File: config.mk
export PLATFORM = sky130hd
export DESIGN_NAME = result_collector_flat
export DESIGN_NICKNAME = d
export VERILOG_FILES = /design/src/rtl/result_collector_pkg.sv /design/src/rtl/result_collector_if.sv /design/src/rtl/result_collector_deskew_delay.sv /design/src/rtl/result_collector.sv /design/src/flat_wrapper.sv
export SDC_FILE = /design/constraint.sdc
export NUM_CORES = 1
export LEC_CHECK = 0
export ABC_CLOCK_PERIOD_IN_PS = 10100
export BUFFER_PORTS_ARGS = -buffer_cell sky130_fd_sc_hd__buf_2
export CAP_MARGIN = 15
export CORE_MARGIN = 2
export CORE_UTILIZATION = 56
export DETAILED_ROUTE_END_ITERATION = 10
export PLACE_DENSITY = 0.86
export SYNTH_ARGS = -nofsm -noshare
export SYNTH_HDL_FRONTEND = slang
export SYNTH_HIERARCHICAL = 1
export SYNTH_SLANG_ARGS = --single-unit
export TNS_END_PERCENT = 50
File: constraint.sdc
create_clock -name clk -period 10.1 [get_ports clk]
set_clock_uncertainty 0.1 [all_clocks]
set_input_delay 1.515 -clock clk [delete_from_list [all_inputs] [get_ports clk]]
set_output_delay 1.515 -clock clk [all_outputs]
set_load 0.02 [all_outputs]
File: src/rtl/result_collector_pkg.sv
// Shared tile geometry and element types for the PE-grid drain path.
// The grid, Core and the activation shift buffer all size their datapaths from this package.
package result_collector_pkg;

    localparam int ROWS   = 4;
    localparam int COLS   = 4;
    localparam int DW     = 8;
    localparam int RCNT_W = (ROWS > 1) ? $clog2(ROWS) : 1;

    typedef logic [DW-1:0]          data_t;
    typedef data_t [COLS-1:0]       row_t;
    typedef data_t [ROWS*COLS-1:0]  tile_t;

endpackage

File: src/rtl/result_collector_if.sv
// Column inputs from the PE grid and tile output toward Core.result, bundled as one port.
// master drives the columns and consumes the tile; slave is the collector.
interface result_collector_if;
    import result_collector_pkg::*;

    row_t              col_val;
    logic [COLS-1:0]   col_valid;
    tile_t             result;
    logic              result_valid;
    logic              result_ready;
    logic              overrun;
    logic              skew_err;

    modport master (
        output col_val, col_valid, result_ready,
        input  result, result_valid, overrun, skew_err
    );

    modport slave (
        input  col_val, col_valid, result_ready,
        output result, result_valid, overrun, skew_err
    );

endinterface

File: src/rtl/result_collector_deskew_delay.sv
// DEPTH-stage register line carrying {valid, data}; DEPTH of zero is a plain wire.
// One instance per grid column cancels that column's skew.
module deskew_delay #(
    parameter int DEPTH = 1,
    parameter int DW    = 8
) (
    input  logic          clk,
    input  logic          reset,
    input  logic [DW-1:0] din,
    input  logic          vin,
    output logic [DW-1:0] dout,
    output logic          vout
);

    generate
        if (DEPTH == 0) begin : g_wire
            logic unused_clk_rst;
            assign unused_clk_rst = clk ^ reset;
            assign dout = din;
            assign vout = vin;
        end else begin : g_line
            logic [DW:0] line_q [DEPTH];

            always_ff @(posedge clk or posedge reset) begin
                if (reset) begin
                    for (int i = 0; i < DEPTH; i++) line_q[i] <= '0;
                end else begin
                    line_q[0] <= {vin, din};
                    for (int i = 1; i < DEPTH; i++) line_q[i] <= line_q[i-1];
                end
            end

            assign vout = line_q[DEPTH-1][DW];
            assign dout = line_q[DEPTH-1][DW-1:0];
        end
    endgenerate

endmodule

File: src/rtl/result_collector.sv
// Deskews the bottom-of-grid column outputs, assembles ROWS aligned rows into a tile and
// hands the tile to Core.result over valid/ready, flagging dropped tiles and misaligned rows.
module result_collector
    import result_collector_pkg::*;
(
    input  logic               clk,
    input  logic               reset,
    result_collector_if.slave  bus
);

    row_t              a_val;
    logic [COLS-1:0]   a_valid;

    genvar gc;
    generate
        for (gc = 0; gc < COLS; gc++) begin : g_col
            deskew_delay #(
                .DEPTH (COLS - 1 - gc),
                .DW    (DW)
            ) u_deskew (
                .clk   (clk),
                .reset (reset),
                .din   (bus.col_val[gc]),
                .vin   (bus.col_valid[gc]),
                .dout  (a_val[gc]),
                .vout  (a_valid[gc])
            );
        end
    endgenerate

    logic [RCNT_W-1:0] rcnt;
    tile_t             staging;
    tile_t             staging_next;
    tile_t             result_q;
    logic              result_valid_q;
    logic              overrun_q;
    logic              skew_err_q;

    logic              all_v;
    logic              any_v;
    logic              capture;
    logic              last_row;
    logic              out_free;

    assign all_v    = &a_valid;
    assign any_v    = |a_valid;
    assign capture  = all_v;
    assign last_row = capture && (rcnt == RCNT_W'(ROWS - 1));
    assign out_free = !result_valid_q || bus.result_ready;

    // staging_next already holds the incoming row, so on the last row it is the full tile
    always_comb begin
        staging_next = staging;
        for (int r = 0; r < ROWS; r++) begin
            for (int c = 0; c < COLS; c++) begin
                if (capture && (rcnt == RCNT_W'(r))) begin
                    staging_next[r*COLS + c] = a_val[c];
                end
            end
        end
    end

    always_ff @(posedge clk or posedge reset) begin
        if (reset) begin
            rcnt    <= '0;
            staging <= '0;
        end else if (capture) begin
            staging <= staging_next;
            rcnt    <= last_row ? '0 : rcnt + RCNT_W'(1);
        end
    end

    always_ff @(posedge clk or posedge reset) begin
        if (reset) begin
            result_q       <= '0;
            result_valid_q <= 1'b0;
            overrun_q      <= 1'b0;
            skew_err_q     <= 1'b0;
        end else begin
            if (any_v && !all_v) begin
                skew_err_q <= 1'b1;
            end
            // A completing tile may replace one being accepted on the same edge
            if (last_row && out_free) begin
                result_q       <= staging_next;
                result_valid_q <= 1'b1;
            end else if (last_row) begin
                overrun_q      <= 1'b1;
            end else if (result_valid_q && bus.result_ready) begin
                result_valid_q <= 1'b0;
            end
        end
    end

    assign bus.result       = result_q;
    assign bus.result_valid = result_valid_q;
    assign bus.overrun      = overrun_q;
    assign bus.skew_err     = skew_err_q;

endmodule
File: src/flat_wrapper.sv
// flat-port wrapper written by rule: the top's interface ports become plain ports
module result_collector_flat import result_collector_pkg::*;
  (clk, reset, bus_col_val, bus_col_valid, bus_result_ready, bus_result, bus_result_valid, bus_overrun, bus_skew_err);
  result_collector_if bus_i ();
  input  logic clk;
  input  logic reset;
  input wire logic [$bits(bus_i.col_val)-1:0] bus_col_val;
  input wire logic [$bits(bus_i.col_valid)-1:0] bus_col_valid;
  input wire logic [$bits(bus_i.result_ready)-1:0] bus_result_ready;
  output wire logic [$bits(bus_i.result)-1:0] bus_result;
  output wire logic [$bits(bus_i.result_valid)-1:0] bus_result_valid;
  output wire logic [$bits(bus_i.overrun)-1:0] bus_overrun;
  output wire logic [$bits(bus_i.skew_err)-1:0] bus_skew_err;
  assign bus_i.col_val = bus_col_val;
  assign bus_i.col_valid = bus_col_valid;
  assign bus_i.result_ready = bus_result_ready;
  assign bus_result = bus_i.result;
  assign bus_result_valid = bus_i.result_valid;
  assign bus_overrun = bus_i.overrun;
  assign bus_skew_err = bus_i.skew_err;
  result_collector u_core (.clk(clk), .reset(reset), .bus(bus_i));
endmodule
* Word level (Yosys, flattened, before mapping)
Index checks and enable logic that the tools add are counted.
** Word-level totals
- Register bits after elaboration :: 315
- Input port bits :: 39
- Output and inout port bits :: 131
** Operators by class
- $add $sub $neg :: 1
- Bitwise logic cells :: 1
- Equality and inequality tests :: 4
- Mux-type cells :: 20
- Reduce and logical (&&, ||, !) cells :: 16
** Operators by type and width (number)
- $mux W8 :: 16
- $logic_and A1 B1 Y1 :: 7
- $eq A2 B2 Y1 const B :: 2
- $reduce_and A2 Y1 :: 2
- $reduce_and A4 Y1 :: 1
- $reduce_or A4 Y1 :: 1
- $mux W1 :: 3
- $add A2 B1 Y2 const B :: 1
- $eq A2 B1 Y1 const B :: 1
- $logic_not A1 Y1 :: 2
- $logic_not A2 Y1 :: 1
- $mux W2 :: 1
- $ne A2 B2 Y1 const B :: 1
- $reduce_bool A2 Y1 :: 1
- $logic_or A1 B1 Y1 :: 1
- $not A1 Y1 :: 1

* Longest topological paths before layout
- Depth after elaboration :: 5
- Depth in mapped cells :: 7
- Gate-level depth less buffers :: 5

* Modules after synthesis
The synthesis kept the hierarchy.
** By module, submodules not included
- result_collector :: times used 1, seq. area each 5730.5 um2, area an instance 9984.6 um2, cells each 851
- deskew_delay at u_core.g_col[0].u_deskew :: times used 1, seq. area each 675.6 um2, area an instance 739.5 um2, cells each 36
- deskew_delay at u_core.g_col[1].u_deskew :: times used 1, seq. area each 450.4 um2, area an instance 514.2 um2, cells each 27
- deskew_delay at u_core.g_col[2].u_deskew :: times used 1, seq. area each 225.2 um2, area an instance 229.0 um2, cells each 10
- deskew_delay at u_core.g_col[3].u_deskew :: times used 1, seq. area each 0.0 um2, area an instance 67.6 um2, cells each 9

* Least setup slack after synthesis
No wires, ideal clock.
- Path type :: input to register
- Start :: input bus_col_valid[3]
- End :: register u_core.result_q (netlist bit u_core/bus.result[104])
- Setup slack :: 7.208 ns
- Stages :: 7
- Data arrival time :: 2.667 ns
- Setup time :: 0.125 ns
- Path through :: buf_4 and4_1 buf_6 and3_4 buf_6 buf_6 mux2_4
** On the way
- Word-level cells in the longest chain between the ends :: 3
- Elaborated cells between the ends (all ways) :: 4
- Those cells by class :: mux (1); reduce/logical (3)
** RTL lines
- start: declaration :: RTL line flat_wrapper.sv:8 : input wire logic [$bits(bus_i.col_valid)-1:0] bus_col_valid;
- $reduce_and A4 Y1 (*) :: RTL line result_collector.sv:45 : assign all_v = &a_valid;
- $logic_and A1 B1 Y1 (*) :: RTL line result_collector.sv:48, result_collector.sv:56
- $mux W8 or $logic_and A1 B1 Y1 (tied branches) :: RTL line result_collector.sv:56, result_collector.sv:84
- end signal: assignment :: RTL line result_collector.sv:85 : result_q <= staging_next;
- end: declaration :: RTL line result_collector.sv:34 : tile_t result_q;
Every way passes the cells marked *; elsewhere a longest branch is shown, timed or not.
A chain may end at the register's enable or synchronous reset.

* Worst setup path in the final report
- Start :: input bus_col_valid[3]
- End :: register u_core.result_q (netlist bit u_core/bus.result[101])
Same word-level chain as after synthesis.

==> results.md <==
* Setup WS pre-CTS at 5380 ps
* Initial Utilization at a little under three fifths
* First-pass GRT wire length at ~44000 um
* CTS tree: yes
* Met3 Use GR at around 4.5%
* Die Span Y at approximately 150 um
* Distinct cell type count after synthesis at 23
* Flip-flop and latch area at just over 7000 um^2
* Mapped Nets at 976
* PostCTS Resize Cnt at 0
* Clk sinks at roughly 280
* Crit start category: primary input
* DIE AREA at between 20000 and 25000 um^2
* Worst Path Required at approximately 10000 ps
* Hold-fix buffer count after cts at 0
* PD cells at roughly 330 nW/um^2
* Sequential area share after synthesis at about three fifths
* Final ANT Viol Nets at 0
* NumNets Final at between 1k and 1.5k
* Share of layout cells above drive strength 1 at 25.1%
* Most common cell after layout, fill and taps aside: dfrtp_1
* Area contributors post-synth: dfrtp_1, o22a_1, o21bai_1, a21boi_0, nand4_1
* H-tree depth at 1
* WP data arrival at between 4000 and 5000 ps
* Max Clk Rate at 233 MHz
* Pin count of the biggest net entering global routing at around 150
* Most used routing layer: met1
* CP endpoint kind: register
* Hold Fails Final Rpt at 0
* Cells after synthesis at 933
* Drt wl/cell at approximately 21 um
* Clock Latency Late Sink at 530 ps
* Final setup margin at around 5800 ps
* Outcome: complete, no violations
* Top-area cell type share of the netlist area at 61.4%
* Row count at 52
* First DRT Iteration DRCs at 848
* Worst slew pin tran at roughly 1200 ps
* Setup TNS at 0 ps
* Final Cycle Share at 42.6%
* Number of port buffers at 169
* Vias in the first global route at between 7k and 8k
* CTS Buf Count at 27
* DR pass1 iterations at 4
* Crit Path Class: in2reg
* Lkg Pwr at between 5 and 6 nW
* Initial antenna violation count at 0
* Synthesized cell area at ~12000 um^2
* Slew Viols, Final at 0
* Clock transition at path regs at ~60 ps
* Endpoints failing setup at 0
* Antenna cell count at 0
* Final global-route overflow total at 0
* RSZ-0062 raised after global routing: false
* Met2 usage at 37.7%
* Synth area leader: dfrtp_1
* Mean Syn Cell Area at between 10 and 15 um^2
* Max_slew headroom at 20.9%
* Warnings, synthesis at 6
* Hold Crit Class: reg2reg
* Max-Cap Viols at 0
* Die W at approximately 150 um
* Area taken by multi-input logic gates at around 3900 um^2
* Placed cells at roughly 1.3k
* Tmin final at around 4300 ps
* CTS Buffer Depth at 3
* Drt via density at roughly 6.1
* Area growth syn-to-layout at 14.0%
* Drc violations at 0
* Dpl hpwl at 16200 um
* Most frequent cells in the layout: dfrtp_1, buf_2, nand2_1, o21bai_1, nand4_1
* Post-CTS setup buffer count at 0
* GPL Wtd Cong at between 0.8 and 0.9
* Synth Register Bits at between 200 and 300
* Crit-path max FO at 71
* Core area at approximately 20000 um^2
* Vias at 8039
* Routed wire length at 27500 um
* Filler Cell Count at about 1.4k
* M1 GR Usage at 38.7%
* Total GRT Usage at between 20 and 30%
* Io pins at 170
* Worst VDD drop at 0.000243 V
* Finished Layout Cells at approximately 1.3k
* CTS Root Cell: clkbuf_16
## power breakdown
part / internal, mW / switching (mW)
Clock: 0.604 / 0.411
Combinational: 0.633 / 0.864
Sequential: 1.57 / 0.232
## synthesized netlist by cell type (all sizes together)
| cell type | instances |
|---|---|
| dfrtp | 283 |
| nand2 | 99 |
| o21bai | 98 |
| nand4 | 97 |
| a21boi | 96 |
| o22a | 96 |
| buf | 60 |
| clkbuf | 55 |
| mux2 | 32 |
| inv | 6 |
| ha | 4 |
| o21ai | 2 |
| and3 | 1 |
| and4 | 1 |
| nand2b | 1 |
| nor4 | 1 |
| or3 | 1 |
## sequential cells by signal, summed over array words and instances, names as in the netlist
register,count
u_core/rcnt,2
u_core/bus.overrun,1
u_core/g_col.u_deskew/g_line.line_q,36
u_core/bus.result_valid,1
u_core/staging,96
u_core/bus.result,128
u_core/bus.skew_err,1
u_core/g_col.u_deskew/dout,16
u_core/g_col.u_deskew/vout,2
## final timing paths
check,from,end,slack (ps),cells after the start
worst max-delay path,bus_col_valid[3],u_core/bus.result[101]$_DFFE_PP0P_,5800,5
worst min-delay path,u_core/g_col[1].u_deskew/g_line.line_q[12]$_DFF_PP0_,u_core/g_col[1].u_deskew/dout[3]$_DFF_PP0_,240,0
worst max register to register,u_core/g_col[2].u_deskew/g_line.line_q[8]$_DFF_PP0_,u_core/bus.result[101]$_DFFE_PP0P_,6500,4
worst min register to register,u_core/g_col[1].u_deskew/g_line.line_q[12]$_DFF_PP0_,u_core/g_col[1].u_deskew/dout[3]$_DFF_PP0_,240,0
max in group asynchronous,reset,u_core/bus.result[61]$_DFFE_PP0P_,7030,3
min in group asynchronous,reset,u_core/g_col[2].u_deskew/g_line.line_q[1]$_DFF_PP0_,910,2
## layer usage
layer	up-vias	part of all wire (%)
li1	3564	-
met1	4077	44
met4	0	2.1
met2	358	46
met5	-	0
met3	40	8.0
## worst max-delay path, stage by stage
cell	delay, ps
buf_2	110
and4_4	690
and3_4	930
buf_4	760
mux2_2	430
## cell families (layout without fill, tap and decap cells)
group | after synthesis | after routing | share of synthesized area (%)
compound gates | 292 | 292 | 20.0
simple gates | 201 | 201 | 8.84
buf+inv | 121 | 232 | 5.42
mux | 32 | 32 | 3.91
fa+ha+maj | 4 | 4 | 0.434
flops | 283 | 283 | 61.4
## stage by stage
step | area [um^2] | util (%) | hold slack, ps | total power [mW]
4_1_cts | 13100 | 64.8 | 248 | 4.32
5_1_grt | 13200 | 65.0 | 251 | 4.54
3_3_place_gp | 12200 | 60.3 | 231 | 3.24
3_5_place_dp | 12200 | 60.3 | 235 | 3.29
2_1_floorplan | 11500 | - | 231 | 2.81
6_report | 13200 | 65.0 | 244 | 4.32
## final cells by class
| class | instances | area share, % |
|---|---|---|
| clock buffer | 44 | 6.54 |
| clock inverter | 5 | 0.409 |
| inverter | 6 | 0.228 |
| multi-input combinational | 529 | 29.3 |
| sequential | 283 | 53.8 |
| tap | 270 | 2.57 |
| timing repair buffer | 177 | 7.08 |
No activity file was read; power rests on OpenSTA's default activity.
